**config.mk**
```make
export PLATFORM = sky130hd
export DESIGN_NAME = piezo_tone_gen
export DESIGN_NICKNAME = d
export VERILOG_FILES = /design/src/rtl/piezo_pkg.sv /design/src/rtl/piezo_tone_gen.sv
export SDC_FILE = /design/constraint.sdc
export NUM_CORES = 1
export LEC_CHECK = 0
export ABC_AREA = 0
export ABC_CLOCK_PERIOD_IN_PS = 5000
export BUFFER_PORTS_ARGS = -buffer_cell sky130_fd_sc_hd__buf_2
export CAP_MARGIN = 5
export CORE_MARGIN = 1.5
export CORE_UTILIZATION = 58
export CTS_CLUSTER_SIZE = 12
export DETAILED_ROUTE_END_ITERATION = 10
export GPL_TIMING_DRIVEN = 0
export PLACE_DENSITY = 0.8
export RECOVER_POWER = 25
export SLEW_MARGIN = 30
export SYNTH_ARGS = -nofsm -noshare
export SYNTH_HDL_FRONTEND = slang
export SYNTH_SLANG_ARGS = --single-unit
```
**constraint.sdc**
```tcl
create_clock -name clk -period 5 [get_ports clk]
set_clock_uncertainty 0.1 [all_clocks]
set_input_delay 0.25 -clock clk [delete_from_list [all_inputs] [get_ports clk]]
set_output_delay 0.25 -clock clk [all_outputs]
set_load 0.005 [all_outputs]
```
**src/rtl/piezo_pkg.sv**
```systemverilog
// Shared definitions for the piezo tone generator.
//
// Contents:
//   tone_state_e   - controller states (IDLE, PLAY, RELEASE), 2-bit encoding
//   MIN_LIMIT_DEF  - default smallest half-period that still counts as a tone
//   CNT_W_DEF      - default counter / limit width
//   limitIsTone()  - helper deciding whether a divider limit is a playable tone
package piezo_pkg;

  // IDLE    : silent, waiting for a tone request
  // PLAY    : square wave running, retunes allowed at half-period boundaries
  // RELEASE : request gone, letting the wave finish low before going silent
  typedef enum logic [1:0] {
    IDLE    = 2'd0,
    PLAY    = 2'd1,
    RELEASE = 2'd2
  } tone_state_e;

  localparam int MIN_LIMIT_DEF = 2;
  localparam int CNT_W_DEF     = 32;

  // A limit below the minimum half-period is treated as a rest, so it never
  // produces a tone even when play enable is high.
  function automatic logic limitIsTone(input logic [CNT_W_DEF-1:0] limit,
                                       input logic [CNT_W_DEF-1:0] minLimit);
    return (limit >= minLimit);
  endfunction

endpackage

```
**src/rtl/piezo_tone_gen.sv**
```systemverilog
// Piezo square-wave generator: sound end of the judgement path.
//
// Takes the play enable and divider limit from the judgement controller and
// drives the piezo pin with a glitch-free square wave. Pitch changes only
// take effect at half-period boundaries, and a stop lets the wave finish its
// current half-period so the pin always ends low without a runt pulse.
//
// Ports:
//   clk          in   1      system clock
//   rst          in   1      synchronous, active-high reset
//   i_play_en    in   1      level: tone requested
//   i_cnt_limit  in   CNT_W  half-period length in clk cycles
//   o_piezo      out  1      square wave to the piezo pin
//   o_busy       out  1      high whenever the generator is not IDLE
//   o_note_start out  1      one-cycle pulse after an IDLE->PLAY transition
//   o_cur_limit  out  CNT_W  half-period currently in use
module piezo_tone_gen
  import piezo_pkg::*;
#(
  parameter int CNT_W     = CNT_W_DEF,
  parameter int MIN_LIMIT = MIN_LIMIT_DEF
) (
  input  logic             clk,
  input  logic             rst,
  input  logic             i_play_en,
  input  logic [CNT_W-1:0] i_cnt_limit,
  output logic             o_piezo,
  output logic             o_busy,
  output logic             o_note_start,
  output logic [CNT_W-1:0] o_cur_limit
);

  localparam logic [CNT_W-1:0] MinLimitV = CNT_W'(MIN_LIMIT);
  localparam logic [CNT_W-1:0] OneV      = CNT_W'(1);

  tone_state_e      state_q, state_d;
  logic [CNT_W-1:0] cnt_q, cnt_d;
  logic [CNT_W-1:0] lim_q, lim_d;
  logic             piezo_q, piezo_d;
  logic             noteStart_q, noteStart_d;

  logic             req;
  logic             boundary;
  logic [CNT_W-1:0] cntNext;

  // A request needs both the enable and a limit long enough to be a tone;
  // anything shorter is a rest and behaves exactly like play enable low.
  assign req = i_play_en && (i_cnt_limit >= MinLimitV);

  // lim_q is never below MIN_LIMIT (>= 2) outside IDLE, so lim_q-1 cannot
  // underflow and the counter resets before it could ever wrap.
  assign boundary = (cnt_q == (lim_q - OneV));
  assign cntNext  = cnt_q + OneV;

  // State, counter, limit and output registers; reset wins even mid-tone.
  always_ff @(posedge clk) begin
    if (rst) begin
      state_q     <= IDLE;
      cnt_q       <= '0;
      lim_q       <= '0;
      piezo_q     <= 1'b0;
      noteStart_q <= 1'b0;
    end else begin
      state_q     <= state_d;
      cnt_q       <= cnt_d;
      lim_q       <= lim_d;
      piezo_q     <= piezo_d;
      noteStart_q <= noteStart_d;
    end
  end

  // Next-state logic. Boundaries toggle the pin and restart the count; the
  // limit is only reloaded at a boundary while still requested, so a pitch
  // change never shortens or stretches the half-period in progress.
  always_comb begin
    state_d     = state_q;
    cnt_d       = cnt_q;
    lim_d       = lim_q;
    piezo_d     = piezo_q;
    noteStart_d = 1'b0;

    unique case (state_q)
      IDLE: begin
        cnt_d   = '0;
        piezo_d = 1'b0;
        if (req) begin
          state_d     = PLAY;
          lim_d       = i_cnt_limit;
          piezo_d     = 1'b1;
          noteStart_d = 1'b1;
        end
      end

      PLAY: begin
        if (boundary) begin
          cnt_d   = '0;
          piezo_d = ~piezo_q;
          if (req) begin
            lim_d = i_cnt_limit;
          end
        end else begin
          cnt_d = cntNext;
        end
        // Losing the request still lets this edge's toggle happen; the
        // wave then drains in RELEASE.
        if (!req) begin
          state_d = RELEASE;
        end
      end

      RELEASE: begin
        if (req) begin
          // Re-request resumes without touching the phase; the new limit
          // is picked up at the following boundary from PLAY.
          state_d = PLAY;
          if (boundary) begin
            cnt_d   = '0;
            piezo_d = ~piezo_q;
          end else begin
            cnt_d = cntNext;
          end
        end else if (boundary) begin
          // Whether the pin was high (falling edge now) or already low
          // (low half-period just finished), end silent and low.
          cnt_d   = '0;
          piezo_d = 1'b0;
          state_d = IDLE;
        end else begin
          cnt_d = cntNext;
        end
      end

      default: begin
        state_d = IDLE;
        cnt_d   = '0;
        piezo_d = 1'b0;
      end
    endcase
  end

  assign o_piezo      = piezo_q;
  assign o_busy       = (state_q != IDLE);
  assign o_note_start = noteStart_q;
  assign o_cur_limit  = lim_q;

endmodule

```
# After elaboration in Yosys (flattened, before gate mapping)
# Cells that the tools add are included.
# op_classes
addsub	2
n_mux	13
eq_ne	7
n_bitwise	3
reduce_logical	9
magnitude_cmp	1
# op_table
operator	count
$mux 32	2
$pmux 32 s2	1
$add 32x1->32 const B	1
$eq 32x32->1	1
$ge 32x2->1 const B	1
$sub 32x1->32 const B	1
$mux 2	4
$ne 2x2->1 const B	3
$pmux 2 s3	1
$mux 1	4
$reduce_bool 2->1	2
$reduce_or 2->1	2
$ne 3x3->1 const B	1
$not 1->1	3
$pmux 1 s3	1
$reduce_and 3->1	1
$reduce_or 3->1	1
$eq 2x1->1 const B	1
$eq 2x2->1 const B	1
$logic_not 2->1	1
$reduce_and 2->1	1
$logic_and 1x1->1	1
# word_totals
register_bits	68
word_cells	40
out_inout_bits	35
inputBits	35

# Depth between registers and ports, before layout
# depth
depth_word	5
ltp_mapped	13
depth_no_buf	11

# Worst setup path before layout
# No wires, ideal clock.
# synth_timing
path_type	register -> register
from	reg lim_q[0] (netlist: o_cur_limit[0])
to	reg lim_q[0] (netlist: o_cur_limit[0])
period_less_slack_ns	3.629
arrival_ns	3.457
n_path_buf	2
setup_ns	0.072
path_slack_ns	1.371
required_time_ns	4.828
path_stages_with_launch	14
cell_sequence	dfxtp_1 -> inv_1 -> ha_1 -> buf_2 -> or4b_2 -> nor4_1 -> a21boi_0 -> nor4b_1 -> nor3_1 -> and4bb_1 -> nand2_2 -> o22ai_4 -> buf_12 -> mux2i_1
# synth_via
elab_chain_cells	4
elab_cells_between_ends	7
classes_between	1 x add/sub; 2 x eq/ne; 3 x mux; 1 x reduce/logical
# synth_rtl
element	line	text
start, declared	piezo_tone_gen.sv:38	logic [CNT_W-1:0] lim_q, lim_d;
start signal, assigned	piezo_tone_gen.sv:66	lim_q <= lim_d;
$sub 32x1->32	piezo_tone_gen.sv:52	assign boundary = (cnt_q == (lim_q - OneV));
$eq 32x32->1	piezo_tone_gen.sv:52	
$ne 2x2->1 (no line)	n/a	
$reduce_and 2->1 (no line)	n/a	
# Several ways; a longest one is shown, not always the timed one. The select of a mux whose other input is x is not followed.
# A chain may end at the register's enable or synchronous reset.

# Worst setup path after layout
# layout_timing
from	reg lim_q[0] (netlist: o_cur_limit[0])
to	reg lim_q[19] (netlist: o_cur_limit[19])
# layout_via
elab_chain_cells	4
# layout_rtl
element	line
$sub 32x1->32	piezo_tone_gen.sv:52
$eq 32x32->1	piezo_tone_gen.sv:52
$ne 2x2->1 (no line)	n/a
$reduce_and 2->1 (no line)	n/a
# Every way passes these cells.

==> metrics <==
status=finished, final reports clean; core footprint=roughly 7700 µm²; worst setup path category=flip-flop to flip-flop; Slew @ Worst Pin=~0.94 ns; Num Clock Sinks=68; nature of the critical path startpoint=flip-flop; Total Routing Usage GR=between 20 and 30%; Die Span X=91.75 µm; M2 GR Usage=about half; setup TNS=0 ns; fill count=between 600 and 700; FF-to-FF path depth=13; Detail Route Antenna Nets=0; diode count=0; hpwl dp=roughly 8900 µm; Post-synth ARST share=0%; DR WL/cell=between 15 and 20 µm; initial drt markers=approximately 290; Layout area overhead=15.83%; initial antenna violation count=0; GPL Wtd Cong=approximately 0.91; fmax=about 240 MHz; die area=~8400 µm²; hold crit path type=primary input to flip-flop; CTS Buf Count=9; WHS Endpoint=o_cur_limit[0]; post-synthesis cell type count=63; leak pwr=around 0.002 µW; Post-Route WL=around 12000 µm; type of element capturing the critical path=flip-flop; HP Start=i_cnt_limit[0]; RR Startpoint=o_cur_limit[0]; Yosys warning count=0; Critical Path RT=a little over 5 ns; end of the worst register-to-register path=o_cur_limit[19]; htree depth=3; Post-synth EDFFs=0; syn_area_per_cell=8.306 µm²; unrepaired setup endpoints after global routing=false; flop-to-flop setup slack=0.78 ns; clock latency on the worst-skew pair=0.36 ns; drc violations=0; Reg area=1361 µm²; drt via density=roughly 5.9; TritonRoute pass-1 iters=6; Setup WS post-layout=between 0.7 and 0.8 ns; largest net degree at the start of global routing=12; multi-input logic area=around 3000 µm²; Hold Violations, Final=0; share of cells above drive strength 1=about 16%; Worst-path clk slew=roughly 0.07 ns; Yosys top cell by area=dfxtp_1; fin nets=around 670; via count=around 4300; power density cells=roughly 310 nW/µm²; Peak VDD IR=about 0.19 mV; max cap viols=0; met1 Use GR=35.76%; syn nets=591; GR Overflow Total=0; clock buffer depth=2; Final Util=68.83%; first-pass GRT wire length=around 20000 µm; clk root buf=clkbuf_8; Max Slew Vio Count=0; Syn Std Cell Area=between 4000 and 5000 µm²; Gate Count Post-Synth=550; sequential element share of the synthesized area=about 30%; Post-CTS Setup Bufs=0; met3 GRT Util=~5.4%; port buffer count=slightly below 70; Area contributors post-synth=dfxtp_1, nand2b_1, xnor2_1, mux2i_1, xor2_1; dominant synthesized flop cell=dfxtp_1; Die Ht=a little over 90 µm; Setup WS pre-CTS=0.6231 ns; CTS tree=built; post_cts resized=0; FF+latch count, synth=68; vias in the first global route=4127; FP Rows=32; crit-path max FO=10; Starting Density=59.42%; min cycle time layout=approximately 4.2 ns; arrival time worst endpoint=between 4 and 5 ns; Cells on Worst Hold Path=3; gr busiest metal=met2; # setup viols final=0; I/O Pins=70; Yosys top cell area share=29.80%; Hold Buf Count CTS=0; Slew HR=36.73%; fin crit share=a little over four fifths
-- layer usage --
metal	wire length, µm	vias up
met5	0	-
met4	295	0
met3	662	33
met2	5654	162
met1	5313	2021
li1	-	2101
-- cell families (layout without fill, tap and decap cells) --
| group | after synthesis | count (layout) | synth area share, % |
|---|---|---|---|
| simple gates | 278 | 278 | 34.29 |
| flops | 68 | 68 | 29.80 |
| fa+ha+maj | 6 | 6 | 1.643 |
| xor+xnor | 70 | 70 | 13.42 |
| mux | 34 | 34 | 7.560 |
| buf+inv | 42 | 127 | 4.684 |
| compound gates | 52 | 52 | 8.600 |
-- critical path, cell delays in order, from the launching register on --
cell      delay (ns)
dfxtp_1         0.40
inv_1           0.09
ha_1            0.16
buf_2           0.22
or4b_2          0.70
nor4_2          0.58
a21boi_0        0.18
nor4b_1         0.36
nor3_1          0.14
and4bb_1        0.36
nand2_2         0.10
o22ai_4         0.34
buf_12          0.20
mux2i_1         0.19
-- cells in the final DEF (no fill, tap or decap), types with 4 or more instances in the layout --
cell type / netlist / final
nor2_1: 65 / 65
xor2_1: 29 / 29
nor3_1: 17 / 17
nand4_1: 9 / 9
o21ai_0: 5 / 5
xnor2_1: 41 / 41
a21oi_1: 6 / 6
clkbuf_8: 0 / 11
nor4_1: 27 / 26
inv_1: 15 / 15
and2_1: 4 / 4
and3_1: 12 / 12
ha_1: 6 / 6
nand2b_1: 65 / 65
dfxtp_1: 68 / 68
or3_1: 5 / 5
clkbuf_1: 17 / 23
nand3_1: 19 / 19
buf_2: 6 / 70
or4_1: 6 / 6
nand2_1: 24 / 24
a211oi_1: 6 / 6
and4_1: 4 / 4
mux2i_1: 33 / 33
a31oi_1: 6 / 6
-- cells in the mapped netlist, types with 9 or more instances --
| cell | count |
|---|---|
| nor4_1 | 27 |
| clkbuf_1 | 17 |
| nand2_1 | 24 |
| nand3_1 | 19 |
| mux2i_1 | 33 |
| nor3_1 | 17 |
| nor2_1 | 65 |
| dfxtp_1 | 68 |
| xor2_1 | 29 |
| nand2b_1 | 65 |
| xnor2_1 | 41 |
| and3_1 | 12 |
| nand4_1 | 9 |
| inv_1 | 15 |
-- final cells by class --
cell class / instances / area share (%)
multi-input cells: 440 / 56.68
flip-flops and latches: 68 / 25.73
repair buffers: 69 / 6.408
plain buffers: 27 / 2.979
clock buffers: 12 / 2.932
well taps: 102 / 2.412
clock inverters: 4 / 1.797
inverters: 15 / 1.064
-- where the power goes --
| part | internal [µW] | total, µW | switching (µW) |
|---|---|---|---|
| Combinational | 201 | 438 | 237 |
| Sequential | 569 | 624 | 55.1 |
| Clock | 358 | 567 | 209 |
| Total | 1130 | 1630 | 501 |
-- stage by stage --
stage	hold WS [ns]	area, µm²	cells	power (µW)
floorplan	0.3053	4568	550	937.4
global placement	0.4134	5041	721	1050
detailed placement	0.4207	5041	721	1060
CTS	0.04073	5291	737	1621
global route	0.06670	5291	737	1699
finish	0.04720	5291	737	1629
-- state kept, by name, summed over array words and instances, names as in the netlist --
| signal | flops |
|---|---|
| cnt_q | 32 |
| o_cur_limit | 32 |
| state_q | 2 |
| o_note_start | 1 |
| o_piezo | 1 |
-- worst max-delay path by stage --
stage | start | to | slack [ns] | cells after the start
after floorplan | o_cur_limit[0] | o_cur_limit[0] | 1.37 | 13
after global placement | o_cur_limit[0] | cnt_q[3] | 0.66 | 13
after detailed placement | o_cur_limit[0] | cnt_q[28] | 0.62 | 13
after CTS | o_cur_limit[0] | cnt_q[28] | 0.60 | 13
after global routing | o_cur_limit[0] | o_cur_limit[19] | 0.51 | 13
final | o_cur_limit[0] | o_cur_limit[19] | 0.78 | 13
(Power assumes the default switching activity.)
